## src/rtl/vita49_pkg.sv

```systemverilog
// Shared types for the VITA-49 stream arbiter and related packet-path blocks.
// Latency: n/a (types and constants only).
// Backpressure: n/a.
package vita49_pkg;

    // Upper bound on arbitrated ports; sets the width of grant_id.
    localparam int MAX_ARB_PORTS = 8;
    localparam int GRANT_ID_W    = $clog2(MAX_ARB_PORTS);

    typedef enum logic [1:0] {
        IDLE  = 2'd0,
        PASS  = 2'd1,
        FLUSH = 2'd2
    } arb_state_t;

endpackage

```

## src/rtl/vita49_stream_arb_rr_pick.sv

```systemverilog
// Circular priority encoder: first set bit of req, searching from last_grant+1.
// Latency: purely combinational.
// Backpressure: none; the caller decides when to register the result.
//
// Ports:
//   req        request vector, one bit per requester
//   last_grant index of the previous winner; it has the lowest priority
//   grant_idx  winning index (0 when nothing requests)
//   grant_vld  high when any request is set
module rr_pick #(
    parameter int N     = 4,
    parameter int IDX_W = 2
) (
    input  logic [N-1:0]     req,
    input  logic [IDX_W-1:0] last_grant,
    output logic [IDX_W-1:0] grant_idx,
    output logic             grant_vld
);

    int idx;

    // Walk from the farthest candidate back to the nearest so the nearest
    // requester after last_grant is the final (winning) assignment.
    always_comb begin
        grant_idx = '0;
        grant_vld = |req;
        idx       = 0;
        for (int i = N; i >= 1; i--) begin
            idx = int'(last_grant) + i;
            if (idx >= N) begin
                idx = idx - N;
            end
            if (req[idx]) begin
                grant_idx = IDX_W'(idx);
            end
        end
    end

endmodule

```

## src/rtl/vita49_stream_arb.sv

```systemverilog
// Packet-granular round-robin merge of NUM_PORTS AXIS packet sources into one stream.
// Latency: one IDLE arbitration cycle per packet; data path is a zero-latency mux.
// Backpressure: M_AXIS_TREADY passes straight to the granted port; others see TREADY=0.
//
// Ports:
//   AXIS_ACLK / AXIS_ARESETN     stream clock, async active-low reset
//   S_AXIS_*                     NUM_PORTS packed source streams (port p at [32p+31:32p])
//   M_AXIS_*                     merged stream to the unpack engine
//   port_en                      per-port request enable
//   grant_id / busy              current or last grant, high while PASS or FLUSH
//   pkt_cnt / timeout_cnt        per-port completed packets, watchdog forced closes
module vita49_stream_arb
    import vita49_pkg::*;
#(
    parameter int NUM_PORTS      = 4,
    parameter int TIMEOUT_CYCLES = 1024
) (
    input  logic                      AXIS_ACLK,
    input  logic                      AXIS_ARESETN,
    input  logic [32*NUM_PORTS-1:0]   S_AXIS_TDATA,
    input  logic [NUM_PORTS-1:0]      S_AXIS_TVALID,
    input  logic [NUM_PORTS-1:0]      S_AXIS_TLAST,
    output logic [NUM_PORTS-1:0]      S_AXIS_TREADY,
    output logic [31:0]               M_AXIS_TDATA,
    output logic                      M_AXIS_TVALID,
    output logic                      M_AXIS_TLAST,
    input  logic                      M_AXIS_TREADY,
    input  logic [NUM_PORTS-1:0]      port_en,
    output logic [GRANT_ID_W-1:0]     grant_id,
    output logic                      busy,
    output logic [32*NUM_PORTS-1:0]   pkt_cnt,
    output logic [31:0]               timeout_cnt
);

    localparam int GW    = $clog2(NUM_PORTS);
    localparam bit WD_EN = (TIMEOUT_CYCLES != 0);

    arb_state_t                   state_q, state_d;
    logic [GW-1:0]                grant_q;
    logic [GW-1:0]                last_q;
    logic [31:0]                  idle_ctr_q;
    logic [NUM_PORTS-1:0][31:0]   pkt_cnt_q;
    logic [31:0]                  timeout_cnt_q;

    logic [NUM_PORTS-1:0][31:0]   s_dat;
    logic [NUM_PORTS-1:0]         req;
    logic [GW-1:0]                pick_idx;
    logic                         pick_vld;
    logic                         g_vld;
    logic                         g_last;
    logic                         pass_hs;
    logic                         idle_tick;
    logic [31:0]                  idle_inc;
    logic                         wd_fire;

    assign s_dat = S_AXIS_TDATA;
    assign req   = S_AXIS_TVALID & port_en;

    rr_pick #(
        .N     (NUM_PORTS),
        .IDX_W (GW)
    ) u_pick (
        .req        (req),
        .last_grant (last_q),
        .grant_idx  (pick_idx),
        .grant_vld  (pick_vld)
    );

    assign g_vld     = S_AXIS_TVALID[grant_q];
    assign g_last    = S_AXIS_TLAST[grant_q];
    assign pass_hs   = (state_q == PASS) && g_vld && M_AXIS_TREADY;
    assign idle_tick = (state_q == PASS) && !g_vld;
    assign idle_inc  = idle_ctr_q + 32'd1;
    // Fire on the cycle the counter reaches the limit, so FLUSH is presented
    // immediately after the TIMEOUT_CYCLES-th idle cycle.
    assign wd_fire   = WD_EN && idle_tick && (idle_inc == 32'(TIMEOUT_CYCLES));

    assign grant_id    = GRANT_ID_W'(grant_q);
    assign busy        = (state_q != IDLE);
    assign pkt_cnt     = pkt_cnt_q;
    assign timeout_cnt = timeout_cnt_q;

    always_ff @(posedge AXIS_ACLK or negedge AXIS_ARESETN) begin
        if (!AXIS_ARESETN) begin
            state_q <= IDLE;
        end else begin
            state_q <= state_d;
        end
    end

    always_comb begin
        state_d       = state_q;
        M_AXIS_TDATA  = '0;
        M_AXIS_TVALID = 1'b0;
        M_AXIS_TLAST  = 1'b0;
        S_AXIS_TREADY = '0;
        case (state_q)
            IDLE: begin
                if (pick_vld) begin
                    state_d = PASS;
                end
            end
            PASS: begin
                M_AXIS_TDATA           = s_dat[grant_q];
                M_AXIS_TVALID          = g_vld;
                M_AXIS_TLAST           = g_last;
                S_AXIS_TREADY[grant_q] = M_AXIS_TREADY;
                // A handshake clears the idle count, so TLAST and expiry never coincide.
                if (pass_hs && g_last) begin
                    state_d = IDLE;
                end else if (wd_fire) begin
                    state_d = FLUSH;
                end
            end
            FLUSH: begin
                M_AXIS_TVALID = 1'b1;
                M_AXIS_TLAST  = 1'b1;
                if (M_AXIS_TREADY) begin
                    state_d = IDLE;
                end
            end
            default: begin
                state_d = IDLE;
            end
        endcase
    end

    always_ff @(posedge AXIS_ACLK or negedge AXIS_ARESETN) begin
        if (!AXIS_ARESETN) begin
            grant_q       <= '0;
            last_q        <= GW'(NUM_PORTS - 1);
            idle_ctr_q    <= '0;
            pkt_cnt_q     <= '0;
            timeout_cnt_q <= '0;
        end else begin
            case (state_q)
                IDLE: begin
                    if (pick_vld) begin
                        grant_q    <= pick_idx;
                        idle_ctr_q <= '0;
                    end
                end
                PASS: begin
                    if (pass_hs) begin
                        idle_ctr_q <= '0;
                        if (g_last) begin
                            pkt_cnt_q[grant_q] <= pkt_cnt_q[grant_q] + 32'd1;
                            last_q             <= grant_q;
                        end
                    end else if (idle_tick && WD_EN) begin
                        idle_ctr_q <= idle_inc;
                    end
                end
                FLUSH: begin
                    if (M_AXIS_TREADY) begin
                        timeout_cnt_q <= timeout_cnt_q + 32'd1;
                        last_q        <= grant_q;
                    end
                end
                default: begin
                end
            endcase
        end
    end

endmodule

```

## config.mk

```make
export PLATFORM = sky130hd
export DESIGN_NAME = vita49_stream_arb
export DESIGN_NICKNAME = d
export VERILOG_FILES = /design/src/rtl/vita49_pkg.sv /design/src/rtl/vita49_stream_arb_rr_pick.sv /design/src/rtl/vita49_stream_arb.sv
export SDC_FILE = /design/constraint.sdc
export NUM_CORES = 1
export LEC_CHECK = 0
export CAP_MARGIN = 5
export CORE_MARGIN = 1.5
export CORE_UTILIZATION = 43
export DETAILED_ROUTE_END_ITERATION = 7
export GPL_TIMING_DRIVEN = 0
export PLACE_DENSITY_LB_ADDON = 0.12
export SLEW_MARGIN = 20
export SYNTH_ARGS = -nofsm -noshare
export SYNTH_HDL_FRONTEND = slang
export SYNTH_SLANG_ARGS = --single-unit
export TNS_END_PERCENT = 10
```

## constraint.sdc

```tcl
create_clock -name AXIS_ACLK -period 2.9 [get_ports AXIS_ACLK]
set_input_delay 0.87 -clock AXIS_ACLK [delete_from_list [all_inputs] [get_ports AXIS_ACLK]]
set_output_delay 0.87 -clock AXIS_ACLK [all_outputs]
set_load 0.01 [all_outputs]
```

==> impl_metrics.tcl, run 1 <==
set metrics [dict create \
    wl_per_cell_um 22.0 \
    final_antenna_net_count 0 \
    syn_avg_cell_area_um2 10.1 \
    cts.sinks 198 \
    final_max_slew_viol_count 0 \
    p_per_area_nw_per_um2 638 \
    status "complete, but fails checks" \
    grt_remaining_overflow 0 \
    peakVddDrop_v 0.000582 \
    final_cells 1832 \
    crit_type "in2out" \
    grt_pass1_vias 10000 \
    clk_pin_slew_ns 0.08 \
    grt_max_degree 90 \
    max_stage_delay_ns 0.55 \
    synth_area_um2 11200 \
    h-tree-depth 4 \
    synthTopCellsByArea "dfrtp_1 44%, mux4_2 13%, o21ai_0 7.8%" \
    coreArea_um2 25300 \
    worst-path-max-fanout 5 \
    num_rows 58 \
    synth_most_common_cell "dfrtp_1" \
    async_reset_ff_share_pct 100 \
    wl_um 40300 \
    antenna_cells 0 \
    ys_types 68 \
    place_inst 1778 \
    min_period_ns 3.24 \
    clockBufferDepth 2 \
    drtIter0Drc 882 \
    rsz0062_at_grt "true" \
    setup_viol 55 \
    hold_ws_ns 0.242 \
    ys_ff_latch 198 \
    worstMarginPinSlew_ns 0.764 \
    fin_nets 1638 \
    slowest_stage "mux4_2" \
    holdBufCountCts 0 \
    synth_top_cell_by_area "dfrtp_1" \
    area_delta_synth_final_pct 46.1 \
    fin_crit_sh_pct 112 \
    synthFlopType "dfrtp_1" \
    gp_congestion 0.893 \
    relSlewSlack_pct 48.6 \
    crit_required_ns 2.03 \
    max_freq_mhz 309 \
    cts_tree "done" \
    seq_area_um2 4960 \
    first_pass_iters 6 \
    synthTopCellsByCount "196 x dfrtp_1, 189 x nand2_1, 174 x o21ai_0" \
    p_leak_nw 6.70 \
    gr-usage-all-layers_pct 29.5 \
    drc_errors 0 \
    fin_ws_ns -0.341 \
    postSynthCellCount 1104 \
    endpoint_kind "output pin" \
    crit_chain "clkdlybuf4s50_1 > mux4_2 > a21oi_2 > nor2b_1 > dlygate4sd2_1" \
    yosysWarnings 0 \
    arrival_ns 2.37 \
    portBuffers 342 \
    hold_violations 0 \
    fin_util_pct 64.5 \
    path_delay_family "buffers and inverters" \
    vias 10500 \
    via_per_inst 5.72 \
    antenna_found_initial 0 \
    dieWidth_um 164 \
    syn-num-nets 1253 \
    hp-class "in2async" \
    die_area_um2 27000 \
    layout-drive-gt1-share_pct 19.9 \
    preCtsSetupSlack_ns -1.18 \
    cts_root_buf "clkbuf_16" \
    seq_area_frac_synth_pct 44.3 \
    io_pins 345 \
    grt_pass1_wl_um 59500 \
    tns_ns -10.62 \
    hpwl_um 29000 \
    maxCapViolCount 0 \
    die_h_um 164 \
    worst_clock_skew_ns 0.0243 \
    start_util_pct 44.2 \
    path_buf_inv 2 \
    synth-edff-count 0 \
    violations "setup timing" \
    numCtsBuffers 17 \
    clk_latency_ns 0.45 \
    start_kind "input pin" \
    synth_top_area_share_pct 43.9 \
    nFillCells 2087 \
    multi_input_area_um2 6050 \
]
[routing by layer]
layer  wire (um)  global-route usage (%)  vias up
met3        3220                    7.65       52
li1            -                       -     4757
met5           0                       0        -
met2       19100                    45.1      391
met1       17500                    42.0     5276
met4         559                    6.78        0
[worst paths after layout]
path	startpoint	to	slack (ns)	cells after the start
max	S_AXIS_TVALID[2]	M_AXIS_TVALID	-0.34	5
min	AXIS_ARESETN	timeout_cnt[16]	0.24	1
max reg2reg	grant_q[0]	state_q[0]	-0.19	11
min reg2reg	timeout_cnt[31]	timeout_cnt[31]	0.47	1
max in group asynchronous	AXIS_ARESETN	pkt_cnt[1]	1.49	3
min in group AXIS_ACLK	timeout_cnt[31]	timeout_cnt[31]	0.47	1
[metrics by stage]
| step | area [um2] | power (mW) |
|---|---|---|
| 5_1_grt | 16300 | 10.9 |
| 4_1_cts | 16200 | 10.3 |
| 3_3_place_gp | 15000 | 7.21 |
| 3_5_place_dp | 15100 | 7.22 |
| 2_1_floorplan | 11200 | 5.34 |
| 6_report | 16300 | 10.4 |
[report_power, final]
group          switching [mW]  total, mW  internal (mW)
registers               0.140       3.05           2.91
logic                    2.43       4.99           2.56
clock network            1.23       2.38           1.15
total                    3.79       10.4           6.62
[final cells by class]
class                           count  share of cell area [%]
Inverter                           15                   0.345
Timing Repair Buffer              367                    22.5
Clock inverter                     15                   0.934
Tap cell                          330                    2.53
Sequential cell                   198                    30.3
Multi-Input combinational cell    821                    37.0
Buffer                             69                    3.74
Clock buffer                       17                    2.60
[state kept, by name, summed over array words and instances (netlist names)]
name         flops
state_q          2
last_q           2
pkt_cnt        128
grant_q          2
timeout_cnt     32
idle_ctr_q      32
[placed cells by master, fill, tap and decap left out, types with 7 or more instances in the layout]
cell	count
clkdlybuf4s50_1	300
dfrtp_1	196
nand2_1	187
o21ai_0	174
mux4_2	64
nor2_1	45
nand3_1	41
xnor2_1	31
clkbuf_2	27
and2_1	24
nand4_1	22
xor2_1	21
buf_6	21
clkbuf_16	20
buf_2	20
buf_4	19
and2_4	17
buf_12	15
inv_1	15
a21oi_1	15
mux2_2	14
clkbuf_1	12
and4_1	11
nor3_1	11
and3_1	10
nor4_1	9
o31ai_1	9
xnor2_2	8
a31oi_1	7
dlygate4sd2_1	7
[kinds of logic after synthesis]
group / synth area share, %
xor+xnor: 5.09
buf+inv: 3.70
fa+ha+maj: 0.671
compound gates: 12.5
other cells: 0.0335
flops: 44.3
mux: 14.7
simple gates: 19.0
[repair_timing]
item                       CTS  global route
hold endpoints to repair     0             0
setup endpoints to repair  188           152
gates cloned                 3             0
resized for setup          256            57
pin swaps                   24             8
buffers inserted            16             6
(Power assumes the default switching activity.)
==> run 2, diff against run 1 <==
Settings changed: PLACE_DENSITY set to 0.77, PLACE_DENSITY_LB_ADDON 0.12 to not set.
Clock period 2.9 ns to 2.6 ns, I/O delays scaled along.
==> run 2 against run 1 <==
  * The run still ends with setup timing left
  * Clock skew down 0.0026 ns
  * Highest routed layer unchanged
  * Clock power up 16%
  * Sequential power up 12%
  * Critical endpoint is now M_AXIS_TDATA[15]
  * Register-to-register slack worse by 0.18 ns
  * Global-route usage about the same
  * Core utilization up 2.0 points
  * Sequential share of layout area down 0.89 points
  * First-iteration DRC count up 26%
  * Die area unchanged
  * Final cell count up 0.49%
==> impl_metrics.tcl, run 2 (synthesis results as in run 1) <==
set metrics [dict create \
    status "complete, but fails checks" \
    violations "setup timing" \
    max_stage_delay_ns 0.54 \
    power_frac_comb_pct 48.0 \
    num_rows 58 \
    hpwl_um 28900 \
    clockBufferDepth 2 \
    layout-drive-gt1-share_pct 23.5 \
    grt_pass1_wl_um 60000 \
    fin_nets 1646 \
    dieWidth_um 164 \
    crit_type "reg2out" \
    clk_latency_ns 0.46 \
    crit_chain "buf_12 > buf_12 > buf_12 > buf_12 > buf_12 > mux4_2 > and2_4 > buf_6" \
    crit_top_cell "buf_12" \
    setup_viol 122 \
    first_pass_iters 6 \
    total_power_mw 11.9 \
    p_leak_nw 6.88 \
    layout_common_cells "299 x clkdlybuf4s50_1, 195 x dfrtp_1, 183 x nand2_1, 136 x o21ai_0, 64 x mux4_2" \
    fin_ws_ns -0.466 \
    tns_ns -28.25 \
    ff2ff_setup_slack_ns -0.37 \
    antenna_found_initial 1 \
    area_delta_synth_final_pct 50.5 \
    clk_pin_slew_ns 0.08 \
    portBuffers 342 \
    min_period_ns 3.07 \
    fin_util_pct 66.5 \
    p_seq_share_pct 28.9 \
    path_buf_inv 6 \
    nFillCells 1923 \
    start_util_pct 44.2 \
    numCtsBuffers 17 \
    swShare_pct 36.4 \
    drc_errors 0 \
    start_kind "flop" \
    die_area_um2 27000 \
    final_max_slew_viol_count 0 \
    final_common_cell "clkdlybuf4s50_1" \
    via_per_inst 5.93 \
    wl_um 41000 \
    pwr-share-clk_pct 23.1 \
    dpl_cell_area_um2 15200 \
    crit_required_ns 1.82 \
    vias 10900 \
    peakVddDrop_v 0.000662 \
    largest_reg_flops 128 \
    endpoint_kind "output pin" \
    holdBufCountCts 0 \
    h-tree-depth 4 \
    intPower_mw 7.56 \
    slowest_stage "mux4_2" \
    grt_max_degree 81 \
    coreArea_um2 25300 \
    gr-usage-all-layers_pct 29.5 \
    rsz0062_at_grt "true" \
    worst-path-max-fanout 5 \
    final_antenna_net_count 0 \
    hp-class "in2async" \
    final_cells 1841 \
    fin_area_um2 16800 \
    cts_tree "done" \
    place_inst 1778 \
    netSwitchingPower_mw 4.32 \
    die_h_um 164 \
    fin_crit_sh_pct 118 \
    cts.sinks 198 \
    grt_remaining_overflow 0 \
    path_delay_family "buffers and inverters" \
    relSlewSlack_pct 50.3 \
    p_per_area_nw_per_um2 706 \
    worstMarginPinSlew_ns 0.738 \
    max_freq_mhz 326 \
    cts_root_buf "clkbuf_16" \
    io_pins 345 \
    hold_violations 0 \
    wl_per_cell_um 22.2 \
    grt_pass1_vias 10500 \
    worst_clock_skew_ns 0.0217 \
    arrival_ns 2.29 \
    gp_congestion 0.956 \
    drtIter0Drc 1113 \
    maxCapViolCount 0 \
]
## run 2: cell types whose count changed in the layout (fill, tap and decap cells not counted), sizes merged
cell	delta
clkdlybuf4s50	-1
dlygate4sd2	-3
clkinvlp	-1
inv	-2
clkinv	+2
buf	+10
clkbuf	+1
dlymetal6s2s	+2
diode	+1
## run 2: power by group through the flow
stage               Combinational [mW]  Clock (mW)  Sequential, mW
CTS                               5.35        2.75            3.41
global route                      5.99        2.89            3.44
floorplan                         2.57           0            3.48
global placement                  4.55           0            3.46
finish                            5.70        2.75            3.43
detailed placement                4.60           0            3.46
## run 2: worst register-to-register path, delay by kind of cell, from the launching register on
| kind | cells | cell delay [ns] |
|---|---|---|
| AOI/OAI and AO/OA | 1 | 0.16 |
| muxes | 1 | 0.36 |
| DFF | 1 | 0.42 |
| buffers and inverters | 6 | 0.88 |
| xor gates and xnor gates | 1 | 0.28 |
| and+or+nand+nor | 4 | 0.77 |
## run 2: routing by layer
metal	up-vias	share of wire (%)	GRT usage, %
met2	605	48	45.7
li1	4781	-	-
met4	0	2.3	9.59
met5	-	0	0
met1	5433	39	39.9
met3	89	11	8.59
## run 2: worst paths after layout
| kind | start | endpoint | depth (start not counted) |
|---|---|---|---|
| min in group AXIS_ACLK | timeout_cnt[31] | timeout_cnt[31] | 1 |
| max reg2reg | grant_q[0] | pkt_cnt[22] | 13 |
| min reg2reg | timeout_cnt[31] | timeout_cnt[31] | 1 |
| max in group asynchronous | AXIS_ARESETN | pkt_cnt[30] | 3 |
| min | AXIS_ARESETN | timeout_cnt[18] | 1 |
| max | grant_q[0] | M_AXIS_TDATA[15] | 8 |
## run 2: cell type report
cell class | instances | area [um2] | area share (%)
Antenna cell | 1 | 2.50 | 0.0149
Inverter | 15 | 56.3 | 0.334
Timing Repair Buffer | 375 | 3740 | 22.2
Clock buffer | 18 | 439 | 2.61
Multi-Input combinational cell | 821 | 6370 | 37.9
Clock inverter | 14 | 170 | 1.01
Sequential cell | 198 | 4960 | 29.5
Tap cell | 330 | 413 | 2.45
Buffer | 69 | 676 | 4.01
## run 2: stage by stage
| step | hold slack (ns) | setup WS, ns |
|---|---|---|
| after global routing | 0.244 | -0.502 |
| after detailed placement | 0.458 | -0.944 |
| final | 0.222 | -0.466 |
| after global placement | 0.454 | -7.50 |
| after CTS | 0.240 | -0.516 |
| after floorplan | 0.472 | -0.0118 |
## run 2: timing repair
action | in CTS | in global routing
gates resized for setup | 306 | 111
buffers inserted | 14 | 15
endpoints found under the hold margin | 0 | 0
cloned | 4 | 0
setup endpoints to repair | 199 | 178
pin swaps | 41 | 30
==> run 3, diff against run 2 <==
Settings changed: SLEW_MARGIN 20 to 5.
==> results of run 3 <==
No change in the layout: final DEF, timing and power equal those of run 2.
